<file path="src/rtl/alu_32bit.sv">
// -----------------------------------------------------------------------------
// alu_32bit
//   Single-cycle registered ALU. The result of op(a, b, f) is loaded into y on
//   every rising clk edge while reset is released. The operation decode is
//   purely combinational. The only state in the block is y.
//
//   f   | operation
//   000 | a & b
//   001 | a | b
//   010 | a + b            (carry-out dropped)
//   011 | a ^ b
//   100 | a & ~b
//   101 | a | ~b
//   110 | a - b            (a + ~b + 1, borrow dropped)
//   111 | signed a < b     (1 or 0, upper bits zero)
//
// Ports
//   clk : clock, rising edge
//   rst : asynchronous reset, active low (0 clears y)
//   a   : operand A, WIDTH bits
//   b   : operand B, WIDTH bits
//   f   : operation select, 3 bits
//   y   : registered result, WIDTH bits
// -----------------------------------------------------------------------------
module alu_32bit #(
    parameter int WIDTH = 8
) (
    input  logic             clk,
    input  logic             rst,
    input  logic [WIDTH-1:0] a,
    input  logic [WIDTH-1:0] b,
    input  logic [2:0]       f,
    output logic [WIDTH-1:0] y
);

    logic [WIDTH-1:0] sum;
    logic [WIDTH-1:0] diff;
    logic             ovf;
    logic             slt;
    logic [WIDTH-1:0] result;

    assign sum  = a + b;
    assign diff = a + ~b + {{(WIDTH-1){1'b0}}, 1'b1};

    // Signed a - b overflows only when the operand signs differ and the sign
    // of the difference does not match a. The sign bit of the difference is
    // wrong exactly in that case, so flipping it gives the correct a < b.
    assign ovf = (a[WIDTH-1] ^ b[WIDTH-1]) & (diff[WIDTH-1] ^ a[WIDTH-1]);
    assign slt = diff[WIDTH-1] ^ ovf;

    always_comb begin
        result = '0;
        case (f)
            3'b000:  result = a & b;
            3'b001:  result = a | b;
            3'b010:  result = sum;
            3'b011:  result = a ^ b;
            3'b100:  result = a & ~b;
            3'b101:  result = a | ~b;
            3'b110:  result = diff;
            3'b111:  result = {{(WIDTH-1){1'b0}}, slt};
            default: result = '0;
        endcase
    end

    always_ff @(posedge clk or negedge rst) begin
        if (!rst) begin
            y <= '0;
        end else begin
            y <= result;
        end
    end

endmodule

</file>
<file path="config.mk">
export PLATFORM = sky130hd
export DESIGN_NAME = alu_32bit
export DESIGN_NICKNAME = d
export VERILOG_FILES = /design/src/rtl/alu_32bit.sv
export SDC_FILE = /design/constraint.sdc
export NUM_CORES = 1
export LEC_CHECK = 0
export ABC_CLOCK_PERIOD_IN_PS = 800
export CORE_ASPECT_RATIO = 1.25
export CORE_MARGIN = 2
export CORE_UTILIZATION = 46
export DETAILED_ROUTE_END_ITERATION = 8
export GPL_ROUTABILITY_DRIVEN = 0
export PLACE_DENSITY = 0.75
export SYNTH_ARGS = -nofsm -noshare
export SYNTH_HDL_FRONTEND = slang
export SYNTH_SLANG_ARGS = --single-unit
</file>
<file path="constraint.sdc">
create_clock -name clk -period 0.8 [get_ports clk]
set_clock_uncertainty 0.05 [all_clocks]
set_input_delay 0.08 -clock clk [delete_from_list [all_inputs] [get_ports clk]]
set_output_delay 0.08 -clock clk [all_outputs]
set_load 0.03 [all_outputs]
</file>
==> impl_metrics.csv <==
group,metric,value,unit
run_status,status,"finished with violations",
run_status,violations,"setup timing",
floorplan,start_util,48.6,%
grt,globalRouteOverflowTotal,0,
worst_setup_path,crit_type,"primary input to flip-flop",
run,drv_cap,0,
timing,layout_setup_ws,-1.50,ns
clock_tree,cts_hold_buffers,0,
floorplan,die_w,51.6,um
timing,finalMaxSlewViolations,0,
placed_design,portBuffers,28,
floorplan,die_y,63.5,um
grt,antenna_found_initial,1,
clock_tree,cts_max_level,1,
layout,multiInputGateArea,0.00135,mm^2
timing,fmax,434,MHz
layout,utilization,94.0,%
grt,track_usage,38.9,%
synth,postSynthAreaPerCell,7.85,um^2
timing,whs,0.0668,ns
grt,grt_pass1_vias,1943,
layout,layout-drive-gt1-share,59.1,%
synth,synth_warnings,0,
timing,finalCritPeriodShare,288,%
worst_setup_path,setup.worst_path.end,"y[7]$_DFF_PN0_",
synth,synthAdderAreaFrac,20.4,%
drt,viasPerCell,6.98,
pwr,irDropWorstVdd,774,uV
layout,largest_registers,"y (8)",
grt,met2_usage,69.9,%
clock_tree,cts_buffers,3,
floorplan,ios,29,
floorplan,dieArea,0.00328,mm^2
synth,synth-main-ff-cell,"dfrtp_1",
timing,setup_viol_count_final,16,
pwr,powerDensity,1080,mW/mm^2
drt,drtIter0Drc,220,
placed_design,dp_hpwl,3620,um
synth,synthesis.area,0.00130,mm^2
synth,yosys_register_bits,8,
drt,route.detailed.drc,0,
floorplan,coreArea,0.00268,mm^2
synth,synth-simple-area-share,18.9,%
timing,finalHoldViolations,0,
worst_setup_path,crit_fanout,2,
timing,period_minus_slack,2.30,ns
layout,final_nets,294,
synth,synth-xor-area-share,5.38,%
grt,grt_pass1_wl,9440,um
synth,ys_async_sr_fraction,100,%
layout,syn_to_final_growth,93.4,%
layout,largest_register_ffs,8,
clock_tree,clockBufferDepth,2,
worst_setup_path,crit_start,"b[1]",
timing,rsz0062_at_grt,"true",
clock_tree,cts.root.buffer_cell,"clkbuf_4",
worst_setup_path,cp.required,0.88,ns
grt,grt_max_degree,13,
layout,regArea,200,um^2
worst_setup_path,cp-end-kind,"flip-flop",
grt,busiest_layer,"met2",
timing,tightest_slew,0.486,ns
drt,routed_wirelength,7620,um
clock_tree,cts_tree,"built",
synth,synth_mux_area_share,0.768,%
synth,synthTopCellsByArea,"dfrtp_1 15%, ha_1 13%, fa_1 4.6%, a21oi_1 4.2%, xor2_1 4.0%",
floorplan,rows,21,
layout,diodes,0,
layout,top_register,"y",
drt,ant_nets,0,
drt,drt-wirelength-per-cell,26.5,um
hold_path,hold_class,"primary input to async pin",
worst_setup_path,critPathLaunchType,"primary input",
grt,grt_util_met1,42.4,%
drt,dr.pass1.iters,7,
layout,fillCellCount,86,
synth,seq_area_frac_synth,15.4,%
synth,synthDistinctLibCells,51,
timing,relSlewSlack,67.5,%
clock_tree,cts_sinks,8,
clock_tree,cts.clk_slew.worst_paths,0.07,ns
synth,synth_fp_nets,204,
synth,synth_compound_area_share,30.9,%
synth,synth_top_family_by_area,"compound AO/OA/AOI/OAI gates",
synth,synth_edf_count,0,
synth,synth_top_area_cell,"dfrtp_1",
worst_setup_path,crit_arrival,2.38,ns
pwr,p_leak,1.11,nW
synth,synthCells,166,
grt,grt_util_met3,5.45,%
drt,vias,2009,
synth,synth_top_cell_area_share,15.4,%
==> worst min-delay path by stage <==
stage / from / endpoint / slack (ns) / cells after the start
6_report: rst / y[3]$_DFF_PN0_ / 0.07 / 1
3_5_place_dp: rst / y[7]$_DFF_PN0_ / 0.33 / 1
5_1_grt: rst / y[2]$_DFF_PN0_ / 0.09 / 1
3_3_place_gp: rst / y[0]$_DFF_PN0_ / 0.32 / 1
2_1_floorplan: rst / y[0]$_DFF_PN0_ / -0.27 / 0
4_1_cts: rst / y[7]$_DFF_PN0_ / 0.05 / 1
==> cell usage in the layout (no fill, tap or decap), types with 5 or more instances in the layout <==
master    netlist  routed
a21oi_1        11       9
buf_4           1      60
buf_6           0      19
dfrtp_1         8       8
ha_4            0      10
inv_2           2       6
nand2_1        12      11
nor2_1         10       8
nor2b_4         0       5
o211ai_1        5       5
xor2_1          6       6
==> logic make-up (layout without fill, tap and decap cells) <==
family                   Yosys count  in the layout
AO/OA/AOI/OAI                     57             57
XOR/XNOR                           8              8
adder cells (fa/ha/maj)           20             20
buffers and inverters             25            113
flip-flops                         8              8
multiplexers                       1              1
AND/OR/NAND/NOR                   47             47
==> layout make-up <==
type / instances / share of cell area, %
Multi-Input combinational cell: 133 / 53.7
Timing Repair Buffer: 95 / 32.3
Sequential cell: 8 / 7.95
Inverter: 15 / 3.48
Tap cell: 34 / 1.69
Clock buffer: 3 / 0.894
==> worst max-delay path: stages <==
cell and delay, ns:
buf_12 0.09, inv_12 0.03, ha_4 0.25, nor2b_4 0.13, o21a_1 0.15, o211ai_1 0.16
a21oi_2 0.18, a211oi_2 0.06, fa_2 0.54, o32ai_2 0.08, a32oi_1 0.15, o21ai_1 0.10
or3_1 0.38
==> synthesized netlist by cell type, types with 4 or more instances <==
cell	count
o22ai_1	5
ha_1	14
o211ai_1	5
a211oi_1	6
nor2_1	10
a21oi_1	11
buf_2	7
nand2_1	12
o21ai_0	10
xor2_1	6
nor2b_1	7
dfrtp_1	8
nand3_1	4
inv_1	12
==> metal layers <==
metal	vias up	share of wire [%]
met5	-	0.18
met3	98	11
met2	224	45
li1	786	-
met4	2	12
met1	899	31
==> power by group <==
group          total (W)  switching, W  internal (W)
Combinational    0.00189       0.00101      0.000886
Sequential      0.000497     0.0000371      0.000460
Clock           0.000336      0.000162      0.000173
Total            0.00272       0.00121       0.00152
==> repair_timing <==
item	CTS	global route
pin swaps	30	26
buffers inserted	7	3
endpoints found under the setup margin	16	16
resized for setup	103	41
==> metrics by stage <==
stage	setup TNS, ns	power [W]	cells	worst slack [ns]	area [um^2]
4_1_cts	-6.94	0.00231	286	-1.38	2350
6_report	-7.76	0.00272	288	-1.50	2520
3_3_place_gp	-11.93	0.00176	276	-2.18	2100
3_5_place_dp	-12.51	0.00182	276	-2.28	2100
2_1_floorplan	-5.50	0.00119	166	-1.44	1420
5_1_grt	-7.99	0.00280	288	-1.55	2520
No activity file was read; power rests on OpenSTA's default activity.
